`src/rtl/sign_bcd_to_binary.sv`:
```
// Sequential signed 3-digit BCD to two's-complement converter using reverse double dabble.
// Optional macro BCD2BIN_SAT_EN: out-of-range results saturate instead of reading zero.
module sign_bcd_to_binary #(
    parameter int W = 10
) (
    input  logic         clk,
    input  logic         rst_n,
    input  logic         start,
    input  logic         sign,
    input  logic [3:0]   bcd_hundreds,
    input  logic [3:0]   bcd_tens,
    input  logic [3:0]   bcd_ones,
    output logic         busy,
    output logic         done,
    output logic [W-1:0] y,
    output logic         err,
    output logic         ovf
);

    typedef enum logic [1:0] {IDLE, SHIFT, FIX} state_t;

    state_t       state;
    logic [11:0]  bcd_q;
    logic [9:0]   acc_q;
    logic [3:0]   cnt;
    logic         sign_q;
    logic         err_q;

    logic [11:0]  bcd_nxt;
    logic [9:0]   acc_nxt;
    logic [21:0]  shifted;
    logic [W-1:0] mag_w;
    logic [W-1:0] pos_sat;
    logic [W-1:0] neg_sat;
    logic [W-1:0] y_fix;
    logic         ovf_fix;
    logic         range_bad;

    // One reverse double-dabble step: shift right, then correct each digit that reached 8 or more.
    always_comb begin
        // NOTE: every combinational output gets a default first so no latch is inferred.
        shifted = {bcd_q, acc_q} >> 1;
        bcd_nxt = shifted[21:10];
        acc_nxt = shifted[9:0];
        for (int i = 0; i < 3; i++) begin
            if (bcd_nxt[i*4 +: 4] >= 4'd8)
                bcd_nxt[i*4 +: 4] = bcd_nxt[i*4 +: 4] - 4'd3;
        end
    end

    // Sign application and range check on the finished 10-bit magnitude.
    always_comb begin
        mag_w        = '0;
        mag_w[9:0]   = acc_q;
        pos_sat      = '0;
        pos_sat[8:0] = '1;
        neg_sat      = '1;
        neg_sat[8:0] = '0;
        range_bad    = sign_q ? (acc_q > 10'd512) : (acc_q > 10'd511);
        y_fix        = sign_q ? -mag_w : mag_w;
        ovf_fix      = 1'b0;
        if (err_q) begin
            y_fix = '0;
        end else if (range_bad) begin
            ovf_fix = 1'b1;
`ifdef BCD2BIN_SAT_EN
            y_fix   = sign_q ? neg_sat : pos_sat;
`else
            y_fix   = '0;
`endif
        end
    end

    always_ff @(posedge clk) begin
        if (!rst_n) begin
            state  <= IDLE;
            busy   <= 1'b0;
            done   <= 1'b0;
            y      <= '0;
            err    <= 1'b0;
            ovf    <= 1'b0;
            bcd_q  <= '0;
            acc_q  <= '0;
            cnt    <= '0;
            sign_q <= 1'b0;
            err_q  <= 1'b0;
        end else begin
            // NOTE: sequential state uses non-blocking assignments so every register sees pre-edge values.
            done <= 1'b0;
            case (state)
                IDLE: begin
                    if (start) begin
                        bcd_q  <= {bcd_hundreds, bcd_tens, bcd_ones};
                        sign_q <= sign;
                        err_q  <= (bcd_hundreds > 4'd9) || (bcd_tens > 4'd9) || (bcd_ones > 4'd9);
                        acc_q  <= '0;
                        cnt    <= '0;
                        busy   <= 1'b1;
                        state  <= SHIFT;
                    end
                end
                SHIFT: begin
                    bcd_q <= bcd_nxt;
                    acc_q <= acc_nxt;
                    cnt   <= cnt + 4'd1;
                    if (cnt == 4'd9)
                        state <= FIX;
                end
                FIX: begin
                    y     <= y_fix;
                    err   <= err_q;
                    ovf   <= ovf_fix;
                    done  <= 1'b1;
                    busy  <= 1'b0;
                    state <= IDLE;
                end
                default: state <= IDLE;
            endcase
        end
    end

endmodule
```
`config.mk`:
```
export PLATFORM = sky130hd
export DESIGN_NAME = sign_bcd_to_binary
export DESIGN_NICKNAME = d
export VERILOG_FILES = /design/src/rtl/sign_bcd_to_binary.sv
export SDC_FILE = /design/constraint.sdc
export NUM_CORES = 1
export LEC_CHECK = 0
export BUFFER_PORTS_ARGS = -buffer_cell sky130_fd_sc_hd__buf_4
export CAP_MARGIN = 20
export CORE_UTILIZATION = 55
export CTS_CLUSTER_SIZE = 30
export DETAILED_ROUTE_END_ITERATION = 10
export MAX_ROUTING_LAYER = met4
export PLACE_DENSITY = 0.8
export SLEW_MARGIN = 20
export SYNTH_ARGS = -nofsm -noshare
export SYNTH_HDL_FRONTEND = slang
export SYNTH_SLANG_ARGS = --single-unit
```
`constraint.sdc`:
```
create_clock -name clk -period 2.3 [get_ports clk]
set_input_delay 0.46 -clock clk [delete_from_list [all_inputs] [get_ports clk]]
set_output_delay 0.46 -clock clk [all_outputs]
set_load 0.05 [all_outputs]
```
==> results of run 1 <==
[tightest hold or removal path: stages]
cell,delay (ns)
sky130_fd_sc_hd__buf_4,0.11
sky130_fd_sc_hd__nand2_1,0.05
sky130_fd_sc_hd__a21oi_1,0.05
[layout make-up]
type	count	share of cell area
sequential	44	0.365
multi-input combinational	164	0.448
timing repair buffer	35	0.109
inverter	10	0.0156
tap	46	0.0239
clock inverter	2	0.00415
clock buffer	6	0.0343
[cell families after synthesis]
family / share of synthesized area
XOR/XNOR: 0.0469
AO/OA/AOI/OAI: 0.242
flip-flops: 0.429
buffers and inverters: 0.0451
multiplexers: 0.00488
adder cells (fa/ha/maj): 0.0427
AND/OR/NAND/NOR: 0.190
[power by group]
group | internal, uW | switching, uW | total (uW) | leakage, uW
Clock | 240 | 263 | 503 | 0.0000510
Sequential | 789 | 34.2 | 824 | 0.000358
Combinational | 77.6 | 93.6 | 171 | 0.000533
[registers in the layout, indices dropped and copies added (netlist names)]
name and count:
bcd_q 12, acc_q 10, y 10, cnt 4
state 2, busy 1, done 1, err 1
err_q 1, ovf 1, sign_q 1
[per-layer routing]
layer / wire length (um) / up-vias
li1: - / 873
met1: 2160 / 820
met2: 1870 / 54
met3: 276 / 7
met4: 53 / 0
met5: 0 / -
[path summary, 6_finish.rpt]
path | end | slack (ns) | cells after the start
max | y[4] | 0.58 | 6
min | bcd_q[0] | 0.42 | 3
max reg2reg | y[4] | 0.58 | 6
min reg2reg | y[6] | 0.46 | 2
[layout by cell type (no fill, tap or decap), types with 2 or more instances in the layout]
master / count
sky130_fd_sc_hd__inv_1: 10
sky130_fd_sc_hd__nor2b_1: 4
sky130_fd_sc_hd__o221a_1: 3
sky130_fd_sc_hd__nor2_1: 24
sky130_fd_sc_hd__xor2_1: 4
sky130_fd_sc_hd__o21ai_0: 6
sky130_fd_sc_hd__nand2_1: 21
sky130_fd_sc_hd__a22o_1: 8
sky130_fd_sc_hd__nand3b_1: 2
sky130_fd_sc_hd__ha_1: 7
sky130_fd_sc_hd__nand3_1: 6
sky130_fd_sc_hd__o221ai_1: 2
sky130_fd_sc_hd__nor3b_1: 2
sky130_fd_sc_hd__o21ai_1: 9
sky130_fd_sc_hd__buf_4: 35
sky130_fd_sc_hd__o211ai_1: 4
sky130_fd_sc_hd__nand2b_1: 6
sky130_fd_sc_hd__xnor2_1: 7
sky130_fd_sc_hd__a32oi_1: 4
sky130_fd_sc_hd__a21oi_1: 18
sky130_fd_sc_hd__a22oi_1: 5
sky130_fd_sc_hd__nand4_1: 2
sky130_fd_sc_hd__clkinv_2: 2
sky130_fd_sc_hd__clkbuf_8: 6
sky130_fd_sc_hd__dfxtp_1: 44
[metrics by stage]
stage,setup slack [ns],cells,power (uW)
after floorplan,0.712,230,947
after global placement,0.667,299,1000
after detailed placement,0.603,299,1010
after CTS,0.586,307,1510
after global routing,0.471,307,1570
final,0.577,307,1500
==> Flow_metrics.wiki, run 1 <==
{| class="wikitable"
! Metric !! Value
|-
| Met3 routing resource usage after global routing || 0.0580
|-
| Post-synthesis cell type with the largest combined area || sky130_fd_sc_hd__dfxtp_1
|-
| Site Rows || 21
|-
| Count of filler cells inserted in the layout || 291
|-
| Clock tree from TritonCTS || built
|-
| Number of buffers added for setup after CTS || 0
|-
| Post-detailed-routing wire length || 4.36 mm
|-
| Post-synthesis cell type count || 44
|-
| Post-CTS sizing || 0
|-
| Routed via count divided by cell count || between 5 and 6
|-
| I/O pins || 30
|-
| Hold-fix buffer count after cts || 0
|-
| Overflow after GRT || 0
|-
| Final Hold Viols || 0
|-
| Critical path launch point || acc_q[1]
|-
| H-Tree Level Count || 2
|-
| Kind of critical path || flop to flop
|-
| Met2 track demand over resource || 0.347
|-
| Global-route total usage across every layer || 0.245
|-
| RSZ-0062 raised after global routing || no
|-
| Ratio of final minimum period to clock period || 0.749
|-
| First-pass DRT Iterations || 4
|-
| Clock Latency Late Sink || approximately 0.30 ns
|-
| Total CTS buffers || 5
|-
| Transition at the pin with the smallest max-transition slack || 0.571 ns
|-
| Share of the synthesized area in the top cell type || 0.429
|-
| Number of buffers and inverters on the critical path || 1
|-
| Per-instance average area after synthesis || ~9 um^2
|-
| EDFF count, synth || 0
|-
| Sequence of cells on the critical path || inv_1, ha_1, or3b_2, nor3b_1, o211ai_2, a21oi_2
|-
| Detailed router's first-iteration violation count || approximately 150
|-
| Deepest clock path buffer count || 2
|-
| Fraction of registers with async set or reset after synthesis || 0
|-
| #FFs+latches synth || 44
|-
| Number of maximum-capacitance violations || 0
|-
| Prevailing post-synth register cell || sky130_fd_sc_hd__dfxtp_1
|-
| Peak ir drop on the vdd network || between 500 and 600 uV
|-
| Dominant cells by area after synthesis || sky130_fd_sc_hd__dfxtp_1 (43%), sky130_fd_sc_hd__a21oi_1 (4.4%), sky130_fd_sc_hd__nor2_1 (4.4%)
|-
| Cell with the most instances after synthesis || sky130_fd_sc_hd__dfxtp_1
|-
| Post-route design area || ~2400 um^2
|-
| Initial antenna violation count || 0
|-
| Crit path arrival time || ~1.9 ns
|-
| Worst setup skew after layout || roughly 0.0068 ns
|-
| Proportion of synthesized chip area in sequential cells || 0.429
|-
| Die height || ~63 um
|-
| Placed cell area || about 2300 um^2
|-
| DRC errors left || 0
|-
| Critical register-to-register path startpoint || acc_q[1]
|-
| Die Wd || about 63 um
|-
| Worst setup EP type || flop
|-
| Maximum number of pins on one net before global-route repair || 23
|-
| Global-route layer with the greatest usage || met2
|-
| Number of buffer cells added on primary ports || 29
|-
| Root buffer selected by CTS || sky130_fd_sc_hd__clkbuf_8
|-
| Wire length per cell || approximately 14 um
|-
| Ratio of cells with drive above 1 in the final layout || 0.203
|-
| Number of slew-limit violations in the final report || 0
|-
| Vias in the first global route || 1,570
|-
| Total via count in the routed design || 1,754
|-
| Pleak || roughly 0.00094 uW
|-
| Fin crit period || ~1.7 ns
|-
| Initial core utilization || 0.592
|-
| Slowest library cell on the worst path || sky130_fd_sc_hd__or3b_2
|-
| Remaining max-slew budget at the tightest pin || 0.618
|-
| Kind of cell adding the most delay to the critical path || simple AND/OR/NAND/NOR gates
|-
| Setup crit start kind || flop
|-
| Maximum operating frequency || 0.580 GHz
|-
| Seq. cell area || 881 um^2
|-
| Antenna diode count || 0
|-
| Clock-pin transition on the worst setup and hold timing paths || roughly 0.08 ns
|-
| Maximum fanout count along the critical path || 5
|-
| Area of the multi-input gates || around 1100 um^2
|-
| Syn Std Cell Area || between 2000 and 2500 um^2
|-
| Post-layout utilization of the core || 0.695
|-
| Power per unit of standard cell area || approximately 620 nW/um^2
|-
| Final setup vio count || 0
|-
| Warning count from the yosys run || 0
|-
| Total die area || between 3000 and 4000 um^2
|-
| HP Class || primary input to flop
|-
| Worst hold margin || roughly 0.42 ns
|-
| Post-layout nets || around 280
|-
| Worst min-delay path startpoint || bcd_ones[0]
|-
| Post-route ant nets || 0
|-
| Run status || finished clean
|-
| Num Clock Sinks || between 40 and 50
|-
| GRT met1 Usage || 0.335
|-
| Std-Cell Core Area || roughly 3500 um^2
|-
| Post-synth top cells || sky130_fd_sc_hd__dfxtp_1 (44), sky130_fd_sc_hd__nor2_1 (24), sky130_fd_sc_hd__nand2_1 (21)
|-
| Post-DP HPWL || 3.06 mm
|-
| Max stage delay on crit path || ~0.50 ns
|-
| Area overhead of the layout relative to synthesis || 17.4%
|-
| Req. time, crit path || between 2 and 2.5 ns
|-
| Sum Neg Setup Slack || 0 ns
|-
| Final estimated routing congestion in global placement || 0.859
|-
| Post-synthesis net count || approximately 250
|-
| Number of cells produced by synthesis || 230
|-
| First-pass GRT wire length || between 7 and 8 mm
|}
(Power assumes the default switching activity.)
==> run 2: changes to the inputs <==
- clock period: 2.3 -> 1.8 ns (I/O delays scaled with it)
==> run 2 against run 1 <==
Via count down 0.86%. Critical path depth stayed put. Total power increased by 28%. Critical endpoint unchanged. Clock power up 28%. Cell count rose by 0.65%. Clock skew fell by 0.0013 ns. Utilization increased by 0.47 points. First-iteration DRC count decreased by 24%. Sequential share of layout area shrank 0.24 points.
==> Flow_metrics.wiki, run 2 (same netlist as run 1, synthesis figures left out) <==
{| class="wikitable"
! Metric !! Value
|-
| Sum Neg Setup Slack || 0 ns
|-
| Post-route ant nets || 0
|-
| Ratio of cells with drive above 1 in the final layout || 0.205
|-
| Die height || 63.1 um
|-
| Post-DP HPWL || approximately 3.2 mm
|-
| Total CTS buffers || 5
|-
| Root buffer selected by CTS || sky130_fd_sc_hd__clkbuf_8
|-
| Area of the multi-input gates || about 1100 um^2
|-
| Worst hold margin || ~0.31 ns
|-
| Req. time, crit path || around 2.0 ns
|-
| Ratio of final minimum period to clock period || 0.918
|-
| Number of maximum-capacitance violations || 0
|-
| HP Class || primary input to flop
|-
| Global-route total usage across every layer || 0.257
|-
| Number of buffers added for setup after CTS || 0
|-
| Clock-pin transition on the worst setup and hold timing paths || 0.08 ns
|-
| Pleak || ~0.00094 uW
|-
| Remaining max-slew budget at the tightest pin || 0.707
|-
| Count of filler cells inserted in the layout || between 200 and 300
|-
| Clock tree from TritonCTS || built
|-
| Total power draw || about 1900 uW
|-
| Overflow after GRT || 0
|-
| Total die area || between 3000 and 4000 um^2
|-
| Antenna diode count || 0
|-
| Total via count in the routed design || 1,739
|-
| Max reg flops || 12
|-
| Clock Latency Late Sink || roughly 0.3 ns
|-
| Num Clock Sinks || between 40 and 50
|-
| Max stage delay on crit path || around 0.48 ns
|-
| Final setup vio count || 0
|-
| Worst setup EP type || flop
|-
| Leading cell type in the layout, fill and taps excluded || sky130_fd_sc_hd__dfxtp_1
|-
| Std-Cell Core Area || around 3500 um^2
|-
| H-Tree Level Count || 2
|-
| Kind of critical path || flop to flop
|-
| First-pass GRT wire length || slightly below 8 mm
|-
| Top library cells by usage in the layout, fill and taps aside || sky130_fd_sc_hd__dfxtp_1 (44), sky130_fd_sc_hd__buf_4 (37), sky130_fd_sc_hd__nor2_1 (24)
|-
| Setup crit start kind || flop
|-
| Wire length per cell || approximately 15 um
|-
| Seq. cell area || a little under 900 um^2
|-
| Final estimated routing congestion in global placement || roughly 0.86
|-
| DRC errors left || 0
|-
| Detailed router's first-iteration violation count || about 110
|-
| Fin crit period || approximately 1.7 ns
|-
| Maximum operating frequency || ~0.6 GHz
|-
| Initial antenna violation count || 0
|-
| Slowest library cell on the worst path || sky130_fd_sc_hd__or3b_2
|-
| Area overhead of the layout relative to synthesis || 18.2%
|-
| First-pass DRT Iterations || 4
|-
| Kind of cell adding the most delay to the critical path || simple AND/OR/NAND/NOR gates
|-
| Peak ir drop on the vdd network || 703 uV
|-
| Transition at the pin with the smallest max-transition slack || 0.440 ns
|-
| Sequence of cells on the critical path || inv_1, ha_1, or3b_2, nor3b_1, o211ai_2, a21oi_2
|-
| Post-CTS sizing || 0
|-
| Vias in the first global route || approximately 1,700
|-
| Largest register by flop count || bcd_q
|-
| Final Hold Viols || 0
|-
| Deepest clock path buffer count || 2
|-
| Die Wd || between 60 and 70 um
|-
| Run status || finished clean
|-
| Power per unit of standard cell area || between 700 and 800 nW/um^2
|-
| I/O pins || 30
|-
| Maximum number of pins on one net before global-route repair || 23
|-
| Worst setup skew after layout || about 0.0055 ns
|-
| Biggest regs || bcd_q (12), acc_q (10), y (10)
|-
| Crit path arrival time || between 1.5 and 2 ns
|-
| Post-layout nets || 285
|-
| Routed via count divided by cell count || 5.63
|-
| Number of buffers and inverters on the critical path || 1
|-
| Site Rows || 21
|-
| Hold-fix buffer count after cts || 0
|-
| Number of slew-limit violations in the final report || 0
|-
| Number of buffer cells added on primary ports || 29
|-
| Post-detailed-routing wire length || 4.52 mm
|-
| RSZ-0062 raised after global routing || no
|-
| Maximum fanout count along the critical path || 5
|-
| Initial core utilization || 0.592
|}
==> run 2: cell count changes in the layout (fill, tap and decap cells not counted) <==
cell	before	now
sky130_fd_sc_hd__buf_4	35	37
sky130_fd_sc_hd__clkbuf_1	0	1
sky130_fd_sc_hd__clkinv_2	2	0
sky130_fd_sc_hd__clkinvlp_4	0	1
==> run 2: stage by stage <==
stage,worst slack [ns],std cells,instance area (um^2),utilization
after floorplan,0.212,230,2050,-
after global placement,0.245,301,2330,0.673
after detailed placement,0.184,301,2330,0.673
after CTS,0.150,309,2430,0.700
after global routing,0.0859,309,2430,0.700
final,0.147,309,2430,0.700
==> run 2: layout make-up <==
cell class | instances | area share
multi-input cells | 164 | 0.445
flip-flops and latches | 44 | 0.363
repair buffers | 37 | 0.114
clock buffers | 7 | 0.0356
well taps | 46 | 0.0237
inverters | 10 | 0.0155
clock inverters | 1 | 0.00309
==> run 2: path summary, 6_finish.rpt <==
kind / from / endpoint / slack, ns / cells past startpoint
setup / recovery: acc_q[1] / y[4] / 0.15 / 6
hold / removal: sign / sign_q / 0.31 / 3
setup reg to reg: acc_q[1] / y[4] / 0.15 / 6
hold reg to reg: y[7] / y[7] / 0.46 / 2
==> run 2: power breakdown <==
group,switching (uW),leakage (uW),total [uW],internal [uW]
Clock,331,0.0000445,643,312
Combinational,120,0.000542,221,101
Sequential,44.8,0.000358,1050,1010
Total,496,0.000945,1920,1420
==> run 2: worst reg2reg max path: cells and delay by family, from the launching register on <==
kind,cells,cell delay [ns]
simple gates,2,0.65
flops,1,0.36
compound gates,2,0.23
fa+ha+maj,1,0.17
buf+inv,1,0.13
==> run 2: routing by layer <==
metal	GRT usage	part of all wire
met3	0.0616	0.050
met1	0.338	0.49
met5	-	0
met4	0.0988	0.014
met2	0.379	0.45
==> run 3: changes to the inputs <==
- CAP_MARGIN: 20 -> not set
- PLACE_DENSITY: 0.8 -> 0.84
- SLEW_MARGIN: 20 -> not set
==> run 3 against run 2 <==
Global-route usage shrank 0.10 points. Largest cell class unchanged. Largest power group unchanged. Routed wire length fell by 1.1%. Setup slack lost 0.061 ns. Clock power is 38% higher. Critical path type unchanged.
==> Flow_metrics.wiki, run 3 (same netlist as run 1, synthesis figures left out) <==
{| class="wikitable"
! Metric !! Value
|-
| Run status || finished clean
|-
| Power per unit of standard cell area || approximately 880 nW/um^2
|-
| Ratio of cells with drive above 1 in the final layout || 0.201
|-
| Req. time, crit path || approximately 2.0 ns
|-
| Transition at the pin with the smallest max-transition slack || roughly 0.54 ns
|-
| Biggest regs || bcd_q (12), acc_q (10), y (10)
|-
| Wire length per cell || between 10 and 15 um
|-
| Final estimated routing congestion in global placement || about 0.85
|-
| Fin crit period || between 1.5 and 2 ns
|-
| Worst setup skew after layout || roughly 0.0089 ns
|-
| Clock tree from TritonCTS || built
|-
| Post-route ant nets || 0
|-
| I/O pins || 30
|-
| Post-DP HPWL || around 3.0 mm
|-
| Maximum operating frequency || 0.583 GHz
|-
| RSZ-0062 raised after global routing || no
|-
| Deepest clock path buffer count || 2
|-
| Remaining max-slew budget at the tightest pin || 0.639
|-
| Initial core utilization || 0.592
|-
| Crit path arrival time || around 1.9 ns
|-
| H-Tree Level Count || 2
|-
| Total die area || approximately 4000 um^2
|-
| Clock Latency Late Sink || 0.30 ns
|-
| Ratio of final minimum period to clock period || 0.953
|-
| Final Hold Viols || 0
|-
| Post-detailed-routing wire length || around 4.5 mm
|-
| Max reg flops || 12
|-
| Sum Neg Setup Slack || 0 ns
|-
| Site Rows || 21
|-
| Number of maximum-capacitance violations || 0
|-
| Number of placed instances with taps included || 298
|-
| Die height || roughly 63 um
|-
| Routed via count divided by cell count || between 5 and 6
|-
| Final setup vio count || 0
|-
| Post-layout nets || around 280
|-
| Overflow after GRT || 0
|-
| First-pass DRT Iterations || 5
|-
| Initial antenna violation count || 0
|-
| Maximum number of pins on one net before global-route repair || 23
|-
| Leading cell type in the layout, fill and taps excluded || sky130_fd_sc_hd__dfxtp_1
|-
| Final cell count without fillers || roughly 310
|-
| Number of buffers added for setup after CTS || 0
|-
| Total CTS buffers || 5
|-
| Top library cells by usage in the layout, fill and taps aside || sky130_fd_sc_hd__dfxtp_1 (44), sky130_fd_sc_hd__buf_4 (33), sky130_fd_sc_hd__nor2_1 (24)
|-
| Register-to-Register Setup Slack || 0.09 ns
|-
| Root buffer selected by CTS || sky130_fd_sc_hd__clkbuf_8
|-
| Pleak || 0.000956 uW
|-
| Area overhead of the layout relative to synthesis || 20.0%
|-
| Global-route total usage across every layer || 0.256
|-
| Num Clock Sinks || 44
|-
| Number of buffer cells added on primary ports || 29
|-
| Number of slew-limit violations in the final report || 0
|-
| Largest register by flop count || bcd_q
|-
| Maximum fanout count along the critical path || 5
|-
| Kind of critical path || flop to flop
|-
| HP Class || primary input to flop
|-
| Detailed router's first-iteration violation count || 160
|-
| Total via count in the routed design || 1,713
|-
| Setup crit start kind || flop
|-
| Peak ir drop on the vdd network || between 600 and 700 uV
|-
| Die Wd || around 63 um
|-
| Worst setup EP type || flop
|-
| DRC errors left || 0
|-
| Total power draw || approximately 2200 uW
|-
| Antenna diode count || 0
|-
| Clock-pin transition on the worst setup and hold timing paths || approximately 0.090 ns
|-
| First-pass GRT wire length || 7.65 mm
|-
| Std-Cell Core Area || between 3000 and 4000 um^2
|-
| Vias in the first global route || roughly 1,600
|}
[run 3: changes by cell type in the layout (fill, tap and decap cells not counted)]
cell	before	now
sky130_fd_sc_hd__clkbuf_8	6	5
sky130_fd_sc_hd__clkinvlp_4	1	0
sky130_fd_sc_hd__clkbuf_1	1	0
sky130_fd_sc_hd__buf_12	0	1
sky130_fd_sc_hd__bufinv_16	0	2
sky130_fd_sc_hd__ha_4	0	1
sky130_fd_sc_hd__buf_4	37	33
sky130_fd_sc_hd__ha_1	7	6
[run 3: final timing paths]
path | startpoint | endpoint | cells after the start
worst max-delay path | acc_q[1] | y[4] | 6
worst min-delay path | bcd_ones[0] | bcd_q[0] | 3
worst max register to register | acc_q[1] | y[4] | 6
worst min register to register | ovf | ovf | 2
[run 3: worst max-delay path, stage by stage, from the launching register on]
cell,delay (ns)
sky130_fd_sc_hd__dfxtp_1,0.36
sky130_fd_sc_hd__inv_1,0.16
sky130_fd_sc_hd__ha_4,0.18
sky130_fd_sc_hd__or3b_2,0.48
sky130_fd_sc_hd__nor3b_1,0.19
sky130_fd_sc_hd__o211ai_2,0.18
sky130_fd_sc_hd__a21oi_2,0.07
[run 3: cell type report]
class                           instances  area (um^2)
Sequential cell                        44          881
Fill cell                             281         1000
Timing Repair Buffer                   34          268
Inverter                               10         37.5
Multi-Input combinational cell        164         1090
Clock inverter                          2         60.1
Clock buffer                            5         68.8
Tap cell                               46         57.6
[run 3: power breakdown]
| part | total, uW | internal (uW) | switching, uW |
|---|---|---|---|
| clock | 888 | 546 | 342 |
| sequential | 1050 | 1010 | 42.2 |
| combinational | 221 | 101 | 120 |
| total | 2160 | 1660 | 504 |
[run 3: timing repair]
item / CTS / global route
endpoints found under the setup margin: 0 / 1
gates resized for setup: 0 / 2
hold buffers: 0 / 0
[run 3: layer usage]
layer / vias to the layer above / GRT usage / wire length (um)
met5: - / - / 0
li1: 870 / - / -
met4: 0 / 0.113 / 95
met1: 784 / 0.352 / 2180
met2: 51 / 0.349 / 1950
met3: 8 / 0.0652 / 250
[run 3: through the flow]
step	setup WS (ns)	cell area (um^2)	util	hold slack, ns
2_1_floorplan	0.212	2050	-	0.448
3_3_place_gp	0.167	2320	0.670	0.445
3_5_place_dp	0.0814	2320	0.670	0.449
4_1_cts	0.0375	2450	0.707	0.297
5_1_grt	0.0120	2460	0.711	0.302
6_report	0.0854	2460	0.711	0.305
